===== src/rtl/btb_assoc.sv =====
`default_nettype none
// ============================================================================
//  Module   : btb_assoc
//  Purpose  : N-way set-associative branch target buffer with integrated
//             storage, true-LRU replacement and a 2-bit predictor per entry.
//             The IF-stage PC is looked up combinationally from registered
//             storage. Resolved branches from EX train the predictor and
//             allocate entries.
//  Ports    : clk, rst_n                 - clock, synchronous active-low reset
//             rd_en_i, rd_pc_i           - IF lookup (rd_en_i qualifies LRU touch)
//             rd_hit_o, rd_taken_o,
//             rd_target_o                - lookup result (zero on miss)
//             upd_valid_i, upd_pc_i,
//             upd_taken_i, upd_target_i  - resolved branch update
//             flush_i                    - clear all entries (BTB_FLUSH_EN only)
//  Config   : BTB_FLUSH_EN - when defined, flush_i clears every valid bit and
//             resets the LRU ages in one cycle; otherwise flush_i is ignored.
//  Revision : 1.0 - initial release
// ============================================================================
module btb_assoc #(
   parameter int XLEN     = 32,
   parameter int NUM_SETS = 8,
   parameter int NUM_WAYS = 2
) (
   input  logic            clk,
   input  logic            rst_n,
   input  logic            rd_en_i,
   input  logic [XLEN-1:0] rd_pc_i,
   output logic            rd_hit_o,
   output logic            rd_taken_o,
   output logic [XLEN-1:0] rd_target_o,
   input  logic            upd_valid_i,
   input  logic [XLEN-1:0] upd_pc_i,
   input  logic            upd_taken_i,
   input  logic [XLEN-1:0] upd_target_i,
   input  logic            flush_i
);

   localparam int IDX_W = $clog2(NUM_SETS);
   localparam int AGE_W = $clog2(NUM_WAYS);
   localparam int TAG_W = XLEN - 2 - IDX_W;

   // Predictor encoding is Gray-ordered so prediction is simply state[1].
   localparam logic [1:0] ST_SNT = 2'b00;
   localparam logic [1:0] ST_WNT = 2'b01;
   localparam logic [1:0] ST_WT  = 2'b11;
   localparam logic [1:0] ST_ST  = 2'b10;

   // ---------------------------------------------------------------------
   // Storage
   // ---------------------------------------------------------------------
   logic             valid_q [NUM_SETS][NUM_WAYS];
   logic [TAG_W-1:0] tag_q   [NUM_SETS][NUM_WAYS];
   logic [XLEN-1:0]  tgt_q   [NUM_SETS][NUM_WAYS];
   logic [1:0]       st_q    [NUM_SETS][NUM_WAYS];
   logic [AGE_W-1:0] age_q   [NUM_SETS][NUM_WAYS];

   logic             valid_d [NUM_SETS][NUM_WAYS];
   logic [TAG_W-1:0] tag_d   [NUM_SETS][NUM_WAYS];
   logic [XLEN-1:0]  tgt_d   [NUM_SETS][NUM_WAYS];
   logic [1:0]       st_d    [NUM_SETS][NUM_WAYS];
   logic [AGE_W-1:0] age_d   [NUM_SETS][NUM_WAYS];

   function automatic logic [1:0] st_next(input logic [1:0] st, input logic taken);
      logic [1:0] nxt;
      nxt = st;
      case (st)
         ST_SNT: nxt = taken ? ST_WNT : ST_SNT;
         ST_WNT: nxt = taken ? ST_WT  : ST_SNT;
         ST_WT:  nxt = taken ? ST_ST  : ST_WNT;
         ST_ST:  nxt = taken ? ST_ST  : ST_WT;
         default: nxt = st;
      endcase
      return nxt;
   endfunction

   // ---------------------------------------------------------------------
   // Flush enable (compiled out when the feature is disabled)
   // ---------------------------------------------------------------------
   logic flush_w;
`ifdef BTB_FLUSH_EN
   assign flush_w = flush_i;
`else
   logic unused_flush;
   assign flush_w      = 1'b0;
   assign unused_flush = flush_i;
`endif

   // Byte-offset bits never participate in index or tag.
   logic [3:0] unused_pc_bits;
   assign unused_pc_bits = {rd_pc_i[1:0], upd_pc_i[1:0]};

   // ---------------------------------------------------------------------
   // Read lookup
   // ---------------------------------------------------------------------
   logic [IDX_W-1:0] rd_idx_w;
   logic [TAG_W-1:0] rd_tag_w;
   logic             rd_hit_w;
   logic [AGE_W-1:0] rd_way_w;

   assign rd_idx_w = rd_pc_i[IDX_W+1:2];
   assign rd_tag_w = rd_pc_i[XLEN-1:IDX_W+2];

   always_comb begin
      rd_hit_w = 1'b0;
      rd_way_w = '0;
      for (int w = 0; w < NUM_WAYS; w++) begin
         if (valid_q[rd_idx_w][w] && (tag_q[rd_idx_w][w] == rd_tag_w)) begin
            rd_hit_w = 1'b1;
            rd_way_w = AGE_W'(w);
         end
      end
   end

   assign rd_hit_o    = rd_hit_w;
   assign rd_taken_o  = rd_hit_w & st_q[rd_idx_w][rd_way_w][1];
   assign rd_target_o = rd_hit_w ? tgt_q[rd_idx_w][rd_way_w] : '0;

   // ---------------------------------------------------------------------
   // Update lookup and victim selection
   // ---------------------------------------------------------------------
   logic [IDX_W-1:0] upd_idx_w;
   logic [TAG_W-1:0] upd_tag_w;
   logic             upd_hit_w;
   logic [AGE_W-1:0] upd_hit_way_w;
   logic             inv_found_w;
   logic [AGE_W-1:0] inv_way_w;
   logic [AGE_W-1:0] lru_way_w;
   logic [AGE_W-1:0] upd_way_w;
   logic             upd_wr_w;
   logic             rd_touch_w;

   assign upd_idx_w = upd_pc_i[IDX_W+1:2];
   assign upd_tag_w = upd_pc_i[XLEN-1:IDX_W+2];

   always_comb begin
      upd_hit_w     = 1'b0;
      upd_hit_way_w = '0;
      inv_found_w   = 1'b0;
      inv_way_w     = '0;
      lru_way_w     = '0;
      for (int w = 0; w < NUM_WAYS; w++) begin
         if (valid_q[upd_idx_w][w] && (tag_q[upd_idx_w][w] == upd_tag_w)) begin
            upd_hit_w     = 1'b1;
            upd_hit_way_w = AGE_W'(w);
         end
         if (age_q[upd_idx_w][w] == AGE_W'(NUM_WAYS - 1)) begin
            lru_way_w = AGE_W'(w);
         end
      end
      // Scan downward so the lowest-index invalid way wins.
      for (int w = NUM_WAYS - 1; w >= 0; w--) begin
         if (!valid_q[upd_idx_w][w]) begin
            inv_found_w = 1'b1;
            inv_way_w   = AGE_W'(w);
         end
      end
   end

   assign upd_way_w = upd_hit_w   ? upd_hit_way_w :
                      inv_found_w ? inv_way_w     : lru_way_w;

   // Not-taken misses neither allocate nor age the set.
   assign upd_wr_w   = upd_valid_i && (upd_hit_w || upd_taken_i);

   // A read touch yields to any update aimed at the same set.
   assign rd_touch_w = rd_en_i && rd_hit_w &&
                       !(upd_valid_i && (upd_idx_w == rd_idx_w));

   // ---------------------------------------------------------------------
   // Next-state
   // ---------------------------------------------------------------------
   always_comb begin
      valid_d = valid_q;
      tag_d   = tag_q;
      tgt_d   = tgt_q;
      st_d    = st_q;
      age_d   = age_q;
      if (flush_w) begin
         for (int s = 0; s < NUM_SETS; s++) begin
            for (int w = 0; w < NUM_WAYS; w++) begin
               valid_d[s][w] = 1'b0;
               age_d[s][w]   = AGE_W'(w);
            end
         end
      end else begin
         if (upd_wr_w) begin
            valid_d[upd_idx_w][upd_way_w] = 1'b1;
            tag_d[upd_idx_w][upd_way_w]   = upd_tag_w;
            if (upd_taken_i) begin
               tgt_d[upd_idx_w][upd_way_w] = upd_target_i;
            end
            st_d[upd_idx_w][upd_way_w] = upd_hit_w ?
               st_next(st_q[upd_idx_w][upd_way_w], upd_taken_i) : ST_WT;
            for (int w = 0; w < NUM_WAYS; w++) begin
               if (AGE_W'(w) == upd_way_w) begin
                  age_d[upd_idx_w][w] = '0;
               end else if (age_q[upd_idx_w][w] < age_q[upd_idx_w][upd_way_w]) begin
                  age_d[upd_idx_w][w] = age_q[upd_idx_w][w] + AGE_W'(1);
               end
            end
         end
         // Never the same set as the update touch, so no write conflict.
         if (rd_touch_w) begin
            for (int w = 0; w < NUM_WAYS; w++) begin
               if (AGE_W'(w) == rd_way_w) begin
                  age_d[rd_idx_w][w] = '0;
               end else if (age_q[rd_idx_w][w] < age_q[rd_idx_w][rd_way_w]) begin
                  age_d[rd_idx_w][w] = age_q[rd_idx_w][w] + AGE_W'(1);
               end
            end
         end
      end
   end

   // ---------------------------------------------------------------------
   // State registers
   // ---------------------------------------------------------------------
   always_ff @(posedge clk) begin
      if (!rst_n) begin
         for (int s = 0; s < NUM_SETS; s++) begin
            for (int w = 0; w < NUM_WAYS; w++) begin
               valid_q[s][w] <= 1'b0;
               tag_q[s][w]   <= '0;
               tgt_q[s][w]   <= '0;
               st_q[s][w]    <= ST_WNT;
               age_q[s][w]   <= AGE_W'(w);
            end
         end
      end else begin
         valid_q <= valid_d;
         tag_q   <= tag_d;
         tgt_q   <= tgt_d;
         st_q    <= st_d;
         age_q   <= age_d;
      end
   end

endmodule
`default_nettype wire


===== config.mk =====
export PLATFORM = sky130hd
export DESIGN_NAME = btb_assoc
export DESIGN_NICKNAME = d
export VERILOG_FILES = /design/src/rtl/btb_assoc.sv
export SDC_FILE = /design/constraint.sdc
export NUM_CORES = 2
export LEC_CHECK = 0
export CAP_MARGIN = 5
export CORE_UTILIZATION = 50
export DETAILED_ROUTE_END_ITERATION = 10
export PLACE_DENSITY = 0.78
export SLEW_MARGIN = 5
export SYNTH_ARGS = -nofsm -noshare
export SYNTH_HDL_FRONTEND = slang
export SYNTH_SLANG_ARGS = --single-unit

===== constraint.sdc =====
create_clock -name clk -period 7.3 [get_ports clk]
set_clock_uncertainty 0.1 [all_clocks]
set_input_delay 1.46 -clock clk [delete_from_list [all_inputs] [get_ports clk]]
set_output_delay 1.46 -clock clk [all_outputs]
set_load 0.01 [all_outputs]

# Yosys cells after proc, flatten, opt, wreduce, memory -nomap -nowiden

Cells that the tools add are included.

$lt $le $gt $ge: 11
Add/subtract/negate cells: 4
Multiplexer cells: 105
Reductions and logical operators: 15
Equal/unequal tests: 8
Bitwise operators: 14

Operators by type and width:

| kind             | number |
|---|---|
| $bwmux W512      | 1 |
| $bwmux W432      | 1 |
| $bmux W54 S3     | 2 |
| $mux W54         | 5 |
| $bmux W64 S3     | 1 |
| $demux W64 S3    | 1 |
| $mux W16         | 12 |
| $mux W64         | 3 |
| $demux W54 S3    | 1 |
| $mux W32         | 5 |
| $eq A27 B27 Y1   | 4 |
| $and A16 B16 Y16 | 4 |
| $bwmux W16       | 4 |
| $not A16 Y16     | 4 |
| $mux W2          | 22 |
| $bwmux W32       | 1 |
| $demux W32 S1    | 1 |
| $demux W2 S3     | 5 |
| $demux W27 S1    | 1 |
| $mux W27         | 1 |
| $bmux W2 S3      | 4 |
| $bmux W4 S3      | 2 |
| $mux W1          | 23 |
| $mux W4          | 5 |
| other kinds (22) | 44 |

Flip-flop bits (word level): 1,008
Logic and storage cells: 237

# Depth between registers and ports, before layout

Word-level depth: 29
Depth in mapped cells: 19

# Worst setup path before layout

Ideal clock, no wire load.

Kind: input to output
Start point: in rd_pc_i[4]
End point: out rd_target_o[25]
Data arrival time: 4,905 ps
Setup slack: 835 ps
Stages on the path: 14
Data required time: 5,740 ps
Path through: buf_2 > buf_2 > buf_2 > buf_2 > buf_2 > mux2i_1 > nor2_1 > or4_1 > a2111oi_0 > nand4_1 > nor4_4 > clkbuf_1 > o2111ai_1 > o21ai_0

Cells in the longest elaborated chain, start to end: 12
Elaborated cells between the ends (all ways): 22
Those cells by class: eq/ne (2); mux (16); bitwise (2); reduce/logical (2)

RTL lines:

| item                                        | RTL line | text |
|---|---|---|
| start, declared                             | 28       | `input logic [XLEN-1:0] rd_pc_i,` |
| $not A3 Y4 (not written as such) (*)        | 108, 117 |  |
| $bmux W54 S3                                | 108      | `if (valid_q[rd_idx_w][w] && (tag_q[rd_idx_w][w] == rd_tag_w)) begin` |
| $mux W54 (not written as such) (2 in a row) | 108      |  |
| $eq A27 B27 Y1                              | 108      |  |
| $logic_and A1 B1 Y1                         | 108      |  |
| $mux W1                                     | 108      |  |
| $not A1 Y2 (not written as such)            | 117      | `assign rd_target_o = rd_hit_w ? tgt_q[rd_idx_w][rd_way_w] : '0;` |
| $mux W32 (not written as such) (3 in a row) | 117      |  |
| $mux W32 (*)                                | 117      |  |
| end, declared                               | 31       | `output logic [XLEN-1:0] rd_target_o,` |

Mark *: on every way between the ends. The rest lies on a longest branch, timed or not. The select of a mux whose other input is x is not followed.

# Worst setup path in the final report

Start point: in rd_pc_i[4]
End point: out rd_target_o[1]

The elaborated chain is that of the path after synthesis.

==> summary.md <==
| Metric | Value |
|---|---|
| Run status | `complete, but fails checks` |
| Failing checks | `DRC, setup timing` |
| Wl on met1 | `71,270 µm` |
| Crit path max fanout | `16` |
| Die Outline Area | `0.1037 mm²` |
| Largest cells by area after synthesis | `dfxtp_1 39%, mux2i_1 15%, nor2b_1 7.6%` |
| Core ar. | `0.1016 mm²` |
| Die H | `322.1 µm` |
| Top-count cell post-synth | `dfxtp_1` |
| Synth Register Bits | `1,008` |
| Crit Path Class | `in2out` |
| Critical Path End Type | `output pin` |
| Clock Tree Buf Depth | `3` |
| Pre-CTS setup slack | `-0.3217 ns` |
| Ports | `136` |
| Final nets | `5,419` |
| Setup Viol. Count Final | `1` |
| First-pass GRT wire length | `266,400 µm` |
| Maxcap violations | `0` |
| Worst slew margin | `15.57%` |
| Placed cell areas | `0.05455 mm²` |
| Largest net degree at the start of global routing | `287` |
| Drt drc | `4` |
| Mapped Area | `0.05122 mm²` |
| Port bufs | `130` |
| CTS sink cnt | `1,008` |
| Synth Flop Type | `dfxtp_1` |
| Synthesized Nets | `5,482` |
| CP Launch Type | `input port` |
| Post-route design area | `0.05808 mm²` |
| Chip Width | `322.1 µm` |
| Cell Pwr Density | `209.2 mW/mm²` |
| P_leak | `19.00 nW` |
| Met2 wire length | `78,390 µm` |
| Final non-filler cell total | `6,777` |
| Reg area | `0.02018 mm²` |
| Worst path required time | `5.74 ns` |
| Initial antenna violation count | `20` |
| Clk Latency, worst-skew pair | `0.73 ns` |
| Syn_area_per_cell | `9.521 µm²` |
| Sequential area share after synthesis | `39.40%` |
| Critical Path AT | `5.76 ns` |
| Async S/R FF share, synth | `0%` |
| Reg clk slew, reported paths | `0.06 ns` |
| Share of layout cells above drive strength 1 | `13.84%` |
| DP HPWL | `112,400 µm` |
| Fmax | `136.6 MHz` |
| Yosys warns | `0` |
| Slew @ Worst Pin | `1.266 ns` |
| DR pass1 iterations | `10` |
| Distinct cells, synth | `87` |
| Gr usage total | `33.89%` |
| Final period utilization | `100.2%` |
| Initial DRC count | `6,302` |
| P&R area growth vs syn | `13.40%` |
| Peak supply drop | `0.1772 mV` |
| Synth cell count leaders | `1,008 x dfxtp_1, 765 x mux2i_1, 754 x nand2_1` |
| Via density | `6.460` |
| Cells after synthesis | `5,380` |
| Initial core utilization | `50.42%` |
| Final WS setup | `-0.01806 ns` |
| Final WL | `181,800 µm` |
| Area leader, netlist | `dfxtp_1` |
| Final core utilization | `57.17%` |
| Vias after detailed routing | `43,780` |
| Final Hold Vio Count | `0` |
| Post-DRT Antenna Nets | `0` |
| Routability congestion estimate | `0.9835` |
| Remaining global-route overflow | `0` |
| Post-synth EDFFs | `0` |
| CTS tree | `built` |
| WL/cell | `26.82 µm` |
| Rows | `117` |
| Uppermost layer routed | `met5` |
| Number of fill cells | `8,580` |
| Placed Cells | `6,579` |
| Final min period | `7.318 ns` |
| Total CTS buffers | `104` |
| WL met3 | `22,070 µm` |
| Vias in the first global route | `41,550` |
| CTS H-tree lvls | `3` |
| Clock root cell | `clkbuf_16` |
| Slew Limit Fails | `0` |
| Multi-input gate area | `0.02877 mm²` |
| Share of the synthesized area in the top cell type | `39.40%` |
| Hold Path Class | `reg2reg` |
==> final cells by class <==
cell class | instances | area share [%]
multi-input combinational | 3799 | 49.53
sequential | 1008 | 34.74
timing repair buffer | 382 | 6.686
clock buffer | 155 | 5.243
tap | 1368 | 2.947
clock inverter | 32 | 0.6613
inverter | 22 | 0.1443
antenna | 11 | 0.04739
==> what timing repair did <==
item                                    CTS  global route
hold buffers                              0             0
cloned                                    0             0
endpoints found under the setup margin    4            15
hold endpoints to repair                  0             0
resized for setup                         3            12
setup buffers                             0             0
pin swaps                                 0             4
==> logic make-up after synthesis <==
family / share of synthesized area (%)
AND/OR/NAND/NOR: 16.87
AO/OA/AOI/OAI: 14.79
flip-flops: 39.40
multiplexers: 22.51
buffers and inverters: 4.827
XOR/XNOR: 1.605
==> registers in the layout, summed over array words and instances (netlist names) <==
register and flops:
tgt_q 512, tag_q 432, st_q 32, age_q 16, valid_q 16
==> metal layers <==
layer  vias to the layer above  global-route usage (%)
met4                        14                   17.75
li1                      18950                       -
met2                      2920                   50.81
met5                         -                       0
met1                     21240                   44.92
met3                       655                   8.350
==> cells in the final DEF, fill, tap and decap left out, types with 23 or more instances in the layout <==
cell type	instances
a21boi_0	308
clkbuf_16	105
o22ai_1	163
o21ai_0	62
buf_4	197
mux2_2	122
clkbuf_8	23
nor4_1	36
dfxtp_1	1008
o221ai_1	67
nand3_1	33
xnor2_1	64
a21oi_1	37
nand2_1	750
clkdlybuf4s50_1	123
o21a_1	24
a21boi_1	31
xor2_1	28
buf_12	53
nor2_1	82
nor2b_1	620
a221oi_1	58
nand4_1	23
mux2i_1	765
a22oi_1	56
clkbuf_1	27
o22a_1	24
mux4_2	109
==> path summary, 6_finish.rpt <==
path / from / endpoint / slack, ns / cells past startpoint
setup / recovery: rd_pc_i[4] / rd_target_o[1] / -0.02 / 13
hold / removal: tgt_q[198] / tgt_q[198] / 0.35 / 2
setup reg to reg: tag_q[288] / tag_q[381] / 2.70 / 11
hold reg to reg: tgt_q[198] / tgt_q[198] / 0.35 / 2
==> worst max-delay path: stages <==
cell and delay [ns]:
buf_8 0.15, buf_12 0.17, nor2b_2 0.18, buf_12 0.17, a221oi_1 0.26, o21ai_0 0.16
buf_4 0.16, xor2_1 0.23, nor4_2 0.41, nand2_1 0.19, or4_4 0.67, o41ai_1 0.82
clkdlybuf4s50_1 0.69
==> report_power, final <==
part           internal, mW  switching [mW]  total, mW  leakage (nW)
combinational         0.427           0.730       1.16          9.19
clock                  3.10            2.34       5.43          1.68
sequential             5.54          0.0259       5.56          8.13
==> stage by stage <==
stage	setup TNS [ns]	total power, mW	hold WS [ns]
6_report	-0.01806	12.15	0.3542
5_1_grt	-0.06480	12.41	0.3725
4_1_cts	0	12.10	0.3521
3_5_place_dp	-0.4199	6.785	0.3437
3_3_place_gp	-0.3460	6.776	0.3366
2_1_floorplan	0	6.347	0.3316
(Power assumes the default switching activity.)
